==> src/rtl/alu_iterative_exec_if.sv <==
// Request/result handshake bundle for the iterative execute ALU.
// master drives requests and result_ready; slave is the ALU side.
interface alu_iterative_exec_if #(
  parameter int DATA_WIDTH = 32
);
  logic                  valid_in;
  logic                  ready_out;
  logic [3:0]            aluControl;
  logic [DATA_WIDTH-1:0] operandA;
  logic [DATA_WIDTH-1:0] operandB;
  logic                  result_valid;
  logic                  result_ready;
  logic [DATA_WIDTH-1:0] result;
  logic                  zero;
  logic                  overflow;

  modport master (
    output valid_in,
    output aluControl,
    output operandA,
    output operandB,
    output result_ready,
    input  ready_out,
    input  result_valid,
    input  result,
    input  zero,
    input  overflow
  );

  modport slave (
    input  valid_in,
    input  aluControl,
    input  operandA,
    input  operandB,
    input  result_ready,
    output ready_out,
    output result_valid,
    output result,
    output zero,
    output overflow
  );
endinterface

==> src/rtl/alu_iterative_exec.sv <==
// Execute-stage ALU: single-cycle logic/arith, bit-serial shifter.
// Ports: clock, reset (sync high), flush, bus (slave handshake).
module alu_iterative_exec #(
  parameter int DATA_WIDTH  = 32,
  parameter int SHAMT_WIDTH = 5
) (
  input  logic clock,
  input  logic reset,
  input  logic flush,
  alu_iterative_exec_if.slave bus
);

  localparam logic [3:0] ALU_ZERO = 4'd0;
  localparam logic [3:0] ALU_ADD  = 4'd1;
  localparam logic [3:0] ALU_SUB  = 4'd2;
  localparam logic [3:0] ALU_AND  = 4'd3;
  localparam logic [3:0] ALU_OR   = 4'd4;
  localparam logic [3:0] ALU_XOR  = 4'd5;
  localparam logic [3:0] ALU_SLT  = 4'd6;
  localparam logic [3:0] ALU_SLL  = 4'd7;
  localparam logic [3:0] ALU_SRL  = 4'd8;
  localparam logic [3:0] ALU_SRA  = 4'd9;
  localparam logic [3:0] ALU_LUI  = 4'd10;

  localparam int MSB = DATA_WIDTH - 1;

  typedef enum logic [1:0] {
    IDLE,
    SHIFT,
    DONE
  } state_t;

  typedef enum logic [1:0] {
    SH_LL,
    SH_RL,
    SH_RA
  } shkind_t;

  state_t                 state;
  state_t                 state_nx;
  shkind_t                kind;
  logic [DATA_WIDTH-1:0]  acc;
  logic [DATA_WIDTH-1:0]  acc_step;
  logic [SHAMT_WIDTH-1:0] cnt;
  logic                   ovf;

  logic [DATA_WIDTH-1:0]  a;
  logic [DATA_WIDTH-1:0]  b;
  logic [DATA_WIDTH-1:0]  sum;
  logic [DATA_WIDTH-1:0]  diff;
  logic [DATA_WIDTH-1:0]  alu_res;
  logic                   alu_ovf;
  logic [SHAMT_WIDTH-1:0] shamt;

  logic is_add;
  logic is_sub;
  logic is_and;
  logic is_or;
  logic is_xor;
  logic is_slt;
  logic is_sll;
  logic is_srl;
  logic is_sra;
  logic is_lui;
  logic is_shift;
  logic accept;
  logic done;

  assign a     = bus.operandA;
  assign b     = bus.operandB;
  assign shamt = a[SHAMT_WIDTH-1:0];
  assign sum   = a + b;
  assign diff  = a - b;

  assign is_add   = bus.aluControl == ALU_ADD;
  assign is_sub   = bus.aluControl == ALU_SUB;
  assign is_and   = bus.aluControl == ALU_AND;
  assign is_or    = bus.aluControl == ALU_OR;
  assign is_xor   = bus.aluControl == ALU_XOR;
  assign is_slt   = bus.aluControl == ALU_SLT;
  assign is_sll   = bus.aluControl == ALU_SLL;
  assign is_srl   = bus.aluControl == ALU_SRL;
  assign is_sra   = bus.aluControl == ALU_SRA;
  assign is_lui   = bus.aluControl == ALU_LUI;
  assign is_shift = is_sll | is_srl | is_sra;

  assign bus.ready_out = (state == IDLE) && !reset;
  assign accept = bus.valid_in && bus.ready_out && !flush;

  // ALU_ZERO and undefined codes fall to the default: result 0.
  always_comb begin
    alu_res = '0;
    alu_ovf = 1'b0;
    unique case (1'b1)
      is_add: begin
        alu_res = sum;
        alu_ovf = (a[MSB] == b[MSB]) && (sum[MSB] != a[MSB]);
      end
      is_sub: begin
        alu_res = diff;
        alu_ovf = (a[MSB] != b[MSB]) && (diff[MSB] != a[MSB]);
      end
      is_and: alu_res = a & b;
      is_or:  alu_res = a | b;
      is_xor: alu_res = a ^ b;
      is_slt: alu_res = {{MSB{1'b0}}, $signed(a) < $signed(b)};
      is_lui: alu_res = {b[15:0], 16'h0};
      default: alu_res = '0;
    endcase
  end

  always_comb begin
    acc_step = acc;
    unique case (kind)
      SH_LL:   acc_step = {acc[MSB-1:0], 1'b0};
      SH_RL:   acc_step = {1'b0, acc[MSB:1]};
      default: acc_step = {acc[MSB], acc[MSB:1]};
    endcase
  end

  always_ff @(posedge clock) begin
    if (reset) begin
      state <= IDLE;
    end else begin
      state <= state_nx;
    end
  end

  always_comb begin
    state_nx = state;
    if (flush) begin
      state_nx = IDLE;
    end else begin
      unique case (state)
        IDLE: begin
          if (accept) begin
            if (is_shift && (shamt != '0)) begin
              state_nx = SHIFT;
            end else begin
              state_nx = DONE;
            end
          end
        end
        SHIFT: begin
          if (cnt == SHAMT_WIDTH'(1)) begin
            state_nx = DONE;
          end
        end
        DONE: begin
          if (bus.result_ready) begin
            state_nx = IDLE;
          end
        end
        default: state_nx = IDLE;
      endcase
    end
  end

  // acc doubles as the shift register and the held result.
  always_ff @(posedge clock) begin
    if (reset) begin
      acc  <= '0;
      cnt  <= '0;
      ovf  <= 1'b0;
      kind <= SH_LL;
    end else if (flush) begin
      cnt <= '0;
      ovf <= 1'b0;
    end else begin
      unique case (state)
        IDLE: begin
          if (accept) begin
            acc <= is_shift ? b : alu_res;
            ovf <= alu_ovf;
            cnt <= is_shift ? shamt : '0;
            if (is_sll) begin
              kind <= SH_LL;
            end else if (is_srl) begin
              kind <= SH_RL;
            end else begin
              kind <= SH_RA;
            end
          end
        end
        SHIFT: begin
          acc <= acc_step;
          cnt <= cnt - SHAMT_WIDTH'(1);
        end
        default: begin
        end
      endcase
    end
  end

  assign done             = state == DONE;
  assign bus.result_valid = done;
  assign bus.result       = done ? acc : '0;
  assign bus.zero         = done && (acc == '0);
  assign bus.overflow     = done && ovf;

endmodule

==> src/flat_wrapper.sv <==
// flat-port wrapper written by rule: the top's interface ports become plain ports
module alu_iterative_exec_flat 
#(
  parameter int DATA_WIDTH  = 32,
  parameter int SHAMT_WIDTH = 5
)
  (clock, reset, flush, bus_valid_in, bus_aluControl, bus_operandA, bus_operandB, bus_result_ready, bus_ready_out, bus_result_valid, bus_result, bus_zero, bus_overflow);
  alu_iterative_exec_if #(.DATA_WIDTH(DATA_WIDTH)) bus_i ();
  input  logic clock;
  input  logic reset;
  input  logic flush;
  input wire logic [$bits(bus_i.valid_in)-1:0] bus_valid_in;
  input wire logic [$bits(bus_i.aluControl)-1:0] bus_aluControl;
  input wire logic [$bits(bus_i.operandA)-1:0] bus_operandA;
  input wire logic [$bits(bus_i.operandB)-1:0] bus_operandB;
  input wire logic [$bits(bus_i.result_ready)-1:0] bus_result_ready;
  output wire logic [$bits(bus_i.ready_out)-1:0] bus_ready_out;
  output wire logic [$bits(bus_i.result_valid)-1:0] bus_result_valid;
  output wire logic [$bits(bus_i.result)-1:0] bus_result;
  output wire logic [$bits(bus_i.zero)-1:0] bus_zero;
  output wire logic [$bits(bus_i.overflow)-1:0] bus_overflow;
  assign bus_i.valid_in = bus_valid_in;
  assign bus_i.aluControl = bus_aluControl;
  assign bus_i.operandA = bus_operandA;
  assign bus_i.operandB = bus_operandB;
  assign bus_i.result_ready = bus_result_ready;
  assign bus_ready_out = bus_i.ready_out;
  assign bus_result_valid = bus_i.result_valid;
  assign bus_result = bus_i.result;
  assign bus_zero = bus_i.zero;
  assign bus_overflow = bus_i.overflow;
  alu_iterative_exec #(.DATA_WIDTH(DATA_WIDTH), .SHAMT_WIDTH(SHAMT_WIDTH)) u_core (.clock(clock), .reset(reset), .flush(flush), .bus(bus_i));
endmodule
==> config.mk <==
export PLATFORM = sky130hd
export DESIGN_NAME = alu_iterative_exec_flat
export DESIGN_NICKNAME = d
export VERILOG_FILES = /design/src/rtl/alu_iterative_exec_if.sv /design/src/rtl/alu_iterative_exec.sv /design/src/flat_wrapper.sv
export SDC_FILE = /design/constraint.sdc
export NUM_CORES = 1
export LEC_CHECK = 0
export ABC_AREA = 0
export CORE_MARGIN = 8
export CORE_UTILIZATION = 45
export DETAILED_ROUTE_END_ITERATION = 10
export PLACE_DENSITY = 0.71
export SYNTH_ARGS = -nofsm -noshare
export SYNTH_HDL_FRONTEND = slang
export SYNTH_SLANG_ARGS = --single-unit
==> constraint.sdc <==
create_clock -name clock -period 3.38 [get_ports clock]
set_input_delay 0.338 -clock clock [delete_from_list [all_inputs] [get_ports clock]]
set_output_delay 0.338 -clock clock [all_outputs]
set_load 0.05 [all_outputs]
======== Word-level counts from Yosys, hierarchy flattened ========
Index checks and enable logic that the tools add are counted.
storage, ports and cells
  register bits ........................... 42
  bits of input ports ..................... 73
  logic and storage cells ................. 77
cells by class
  add/subtract/negate cells ............... 3
  magnitude comparators ................... 1
  eq/ne operators ......................... 22
  multiplexer cells ....................... 17
  bitwise operators ....................... 6
  reduce and logical (&&, ||, !) cells .... 22
operators with widths
  operator                                          number
  case mux 32 bit (7 select lines)                  1
  case mux 32 bit (2 select lines)                  2
  2-to-1 mux 32 bit                                 3
  adder 32 bit                                      1
  bitwise AND 32 bit                                1
  zero test 32 bit                                  1
  less-than comparator 32 bit                       1
  OR 32 bit                                         1
  subtractor 32 bit                                 1
  XOR 32 bit                                        1
  == test 4 x 3 -> 1 bit, second input constant     4
  == test 4 bit, second input constant              3
  2-to-1 mux 2 bit                                  6
  2-to-1 mux 5 bit                                  2
  case mux 5 bit (2 select lines)                   1
  AND reduction 3 bit                               3
  == test 4 x 2 -> 1 bit, second input constant     2
  logical AND 1 bit                                 8
  case mux 2 bit (3 select lines)                   1
  == test 5 x 1 -> 1 bit, second input constant     1
  nonzero test 5 bit                                1
  subtractor 5 x 1 -> 5 bit, second input constant  1
  == test 2 x 1 -> 1 bit, second input constant     2
  == test 4 x 1 -> 1 bit, second input constant     1
  other kinds (15)                                  22

======== Logic depth before layout (Yosys ltp) ========
  depth after elaboration ................. 7
  mapped depth ............................ 12
  depth with buffers taken out ............ 12

======== Worst setup path before layout ========
Ideal clock, no wire load.
  kind .................................... input port to flip-flop
  from .................................... in bus_operandA[0]
  to ...................................... reg u_core.acc[30]
  arrival time ............................ 2718 ps
  data required time ...................... 3248 ps
  setup slack ............................. 531 ps
  cell stages on the path ................. 12
  buffers on the path ..................... 0
  cell sequence ........................... inv_1 -> ha_1 -> fa_1 -> o21ba_1 -> or4_1 -> a21oi_2 -> o21a_2 -> a41o_1 -> o221ai_1 -> xor2_1 -> a221oi_1 -> nor3_1
on the way
  cells in the longest elaborated chain, start to end .. 5
ends and longest elaborated chain
  element                                                   line                                                RTL
  start, declared                                           flat_wrapper.sv:14                                  input wire logic [$bits(bus_i.operandA)-1:0] bus_operandA;
  subtractor 32 bit / adder 32 bit (equally long branches)  alu_iterative_exec.sv:73, alu_iterative_exec.sv:72
  case mux 32 bit (7 select lines) (*)                      alu_iterative_exec.sv:94                            unique case (1'b1)
  2-to-1 mux 32 bit (*)                                     alu_iterative_exec.sv:173                           acc <= is_shift ? b : alu_res;
  2-to-1 mux 32 bit (*)                                     alu_iterative_exec.sv:172                           if (accept) begin
  case mux 32 bit (2 select lines) (*)                      alu_iterative_exec.sv:170                           unique case (state)
  end signal, assigned                                      alu_iterative_exec.sv:173
  end signal, assigned                                      alu_iterative_exec.sv:186                           acc <= acc_step;
  end, declared                                             alu_iterative_exec.sv:42                            logic [DATA_WIDTH-1:0] acc;
Mark *: on every way between the ends. The rest lies on a longest branch, timed or not. The select of a mux whose other input is x is not followed.
A chain may end at the register's enable or synchronous reset.

======== Worst setup path after layout ========
  from .................................... in bus_operandB[7]
  to ...................................... reg u_core.acc[17]
on the way
  cells in the longest elaborated chain, start to end .. 5
ends and longest elaborated chain
  element                                                   line                                                RTL
  start, declared                                           flat_wrapper.sv:15                                  input wire logic [$bits(bus_i.operandB)-1:0] bus_operandB;
  subtractor 32 bit / adder 32 bit (equally long branches)  alu_iterative_exec.sv:73, alu_iterative_exec.sv:72
  case mux 32 bit (7 select lines) (*)                      alu_iterative_exec.sv:94
  2-to-1 mux 32 bit (*)                                     alu_iterative_exec.sv:173
  2-to-1 mux 32 bit (*)                                     alu_iterative_exec.sv:172
  case mux 32 bit (2 select lines) (*)                      alu_iterative_exec.sv:170
Marked as above.

==> impl_metrics.toml <==
[synthesis]
synth_edf_count = 0
synth_flop_cell = "dfxtp_1"
synth.avg_cell_area_um2 = 6.73
yosysTopAreaCell = "ha_1"
async_reset_ff_share_pct = 0
ys_top_cells_by_area = "ha_1 16%, dfxtp_1 10%, nand2_1 6.7%"
synth_warnings = 0
synth.distinct_cells = 94
synth.net_count = 1404
yosysSeqAreaShare_pct = 10.2
synth_top_area_share_pct = 16.4
synth_cells = 1221
netlist_area_mm2 = 0.00822
synth-seq-cells = 42

[global_route]
grt_pass1_vias = 9577
antenna_found_initial = 0
grtUsageMet2_pct = 47.0
use_met3_pct = 5.47
grt_usage_pct = 30.1
grt-busiest-layer = "met2"
grt_pass1_wl_um = 54000
grt_max_degree = 48
grt_util_met1_pct = 40.9
grt_overflow = 0

[sta]
finalHoldViolCount = 0
fin_hold_ws_ps = 478
finalCriticalPeriod_ps = 3270
fin_crit_sh_pct = 96.8
fmax_mhz = 306
slew_headroom_pct = 33.0
fin_skew_ps = 5.47
drv_slew = 0
setup_ws_ps = 108
final.setup.tns_ps = 0
worst_pin_slew_ps = 1000
setup_viol = 0

[setup_path]
critPathLaunchType = "primary input"
critPathCaptureType = "flip-flop"
path_max_fanout = 6
reg2reg_slack_ps = 880
rr_endpoint = "u_core.acc[3]"
worst_path_most_repeated_cell = "buf_4"
critPathRequiredTime_ps = 3550
cpPeakStageDelay_ps = 580
r2r_start = "u_core.state[0]"
rr_worst_depth = 7
crit_path_top_delay_cell = "clkdlybuf4s50_1"
crit_arrival_ps = 3450
crit_chain = "clkdlybuf4s50_1, inv_1, ha_2, buf_4, nand2_1, o21a_1, o221ai_1, buf_4, nor2_1, o31ai_2, mux2i_1, o31ai_1, a311o_1, a32o_1"
critPathKind = "in2reg"

[clock_tree]
clock_path_buffers = 2
clk_latency_ps = 290
cts_sinks = 42
cts_made_buffers = 5
clkSlewWorstSetupHoldPaths_ps = 60
cts_tree = "built"
cts-root-buf = "clkbuf_16"
htreeDepth = 2

[floorplan]
start_util_pct = 45.7
core_mm2 = 0.0180
row_count = 49
die_y_um = 151
dieWidth_um = 151
dieArea_mm2 = 0.0228
ioPinCount = 109

[flow_run]
cap_violations = 0

[route]
firstDrtPassIters = 5
drc = 0
vias = 10500
vias_per_cell = 6.21
drtAntennaViolNets = 0
routedWlPerCell_um = 20.9
wirelength_um = 35300
drt_iter0_drc = 1166

[layout]
final_common_cell = "buf_4"
final_cell_mix = "232 x buf_4, 146 x nand2_1, 108 x a21oi_1"
post_route_cells_drive_above_1_share_pct = 20.6
area_growth_pct = 34.9
final_net_count = 1642
diodes = 0

[outcome]
outcome = "complete, no violations"

[power_and_ir_drop]
p_leak_nw = 4.93
power_per_cell_area_mw_per_mm2 = 231
finalPower_mw = 2.56
vdd_ir_drop_max_mv = 0.272

[min_path]
hp-start = "u_core.kind[0]"
min_to = "u_core.kind[0]"
hold_depth = 2
min_path_type = "reg2reg"

[placement]
hpwl_um = 28700
io_buffers = 108
dpl_worst_slack_ps = -283
place.gp.congestion = 1.05
==> report_power, final <==
| part | switching [mW] | internal, mW | leakage [nW] | total, mW |
|---|---|---|---|---|
| Combinational | 0.823 | 0.629 | 4.51 | 1.45 |
| Sequential | 0.0226 | 0.511 | 0.340 | 0.533 |
| Clock | 0.205 | 0.365 | 0.0829 | 0.570 |
| Total | 1.05 | 1.50 | 4.93 | 2.56 |
==> state kept, by name, indices dropped and copies added (netlist names) <==
register	flops
u_core.ovf	1
u_core.kind	2
u_core.state	2
u_core.cnt	5
u_core.acc	32
==> cell usage after synthesis, types with 9 or more instances <==
cell type,instances
buf_2,15
xnor2_1,10
nand3_1,37
nor4_1,17
a221oi_1,31
nand2b_1,12
nor3_1,31
a21o_1,15
o211ai_1,12
ha_1,108
nor2_1,100
dfxtp_1,42
nor2b_1,17
a22oi_1,11
nand4_1,15
o21bai_1,10
o21ai_0,60
o22ai_1,9
a221o_1,9
clkbuf_1,59
a31oi_1,28
a21oi_1,108
and2_1,37
nand2_1,146
buf_1,9
o21a_1,9
inv_1,101
==> logic make-up after synthesis <==
| logic type | Yosys count | share of synthesized area (%) |
|---|---|---|
| and+or+nand+nor | 447 | 26.1 |
| AOI/OAI and AO/OA | 408 | 34.9 |
| buffers and inverters | 190 | 9.09 |
| adders and majority gates | 110 | 16.9 |
| DFF | 42 | 10.2 |
| xor gates and xnor gates | 15 | 1.60 |
| muxes | 9 | 1.14 |
==> area by class of cell <==
type                       instances  area, um^2
timing repair buffer             318        2650
inverter                         103         387
fill                            1733        6880
clock inverter                     1        30.0
clock buffer                       6         139
multi-input combinational        989        6760
sequential                        42         841
tap                              229         287
==> layer usage <==
layer  vias to the layer above  share of wire [%]
met5                         -                  0
met1                      4861                 43
met3                        93                 10
met4                         0                3.3
met2                       600                 44
li1                       4921                  -
==> worst max-delay path by stage <==
stage,startpoint,endpoint,cells past startpoint
2_1_floorplan,bus_operandA[0],u_core.acc[30],12
3_3_place_gp,bus_operandB[7],u_core.acc[18],12
3_5_place_dp,bus_operandA[0],u_core.acc[18],13
4_1_cts,bus_operandB[7],u_core.acc[18],12
5_1_grt,bus_operandB[0],u_core.acc[16],15
6_report,bus_operandB[7],u_core.acc[17],14
==> worst max-delay path: cells and delay by family <==
kind            cells  cell delay [ps]
compound gates      6             1410
buf+inv             4              960
fa+ha+maj           1              390
mux                 1              210
simple gates        2              120
==> through the flow <==
stage	std cells	utilization, %	cell area (um^2)
after floorplan	1221	-	8220
after global placement	1679	60.1	10800
after detailed placement	1679	60.1	10800
after CTS	1686	61.1	11000
after global routing	1688	61.7	11100
final	1688	61.7	11100
==> what timing repair did <==
item,4_1_cts,5_1_grt
endpoints found under the setup margin,0,17
endpoints found under the hold margin,0,0
setup buffers,0,2
resized for setup,0,22
hold buffers,0,0
Note: power is estimated with default switching activity, not from simulation.
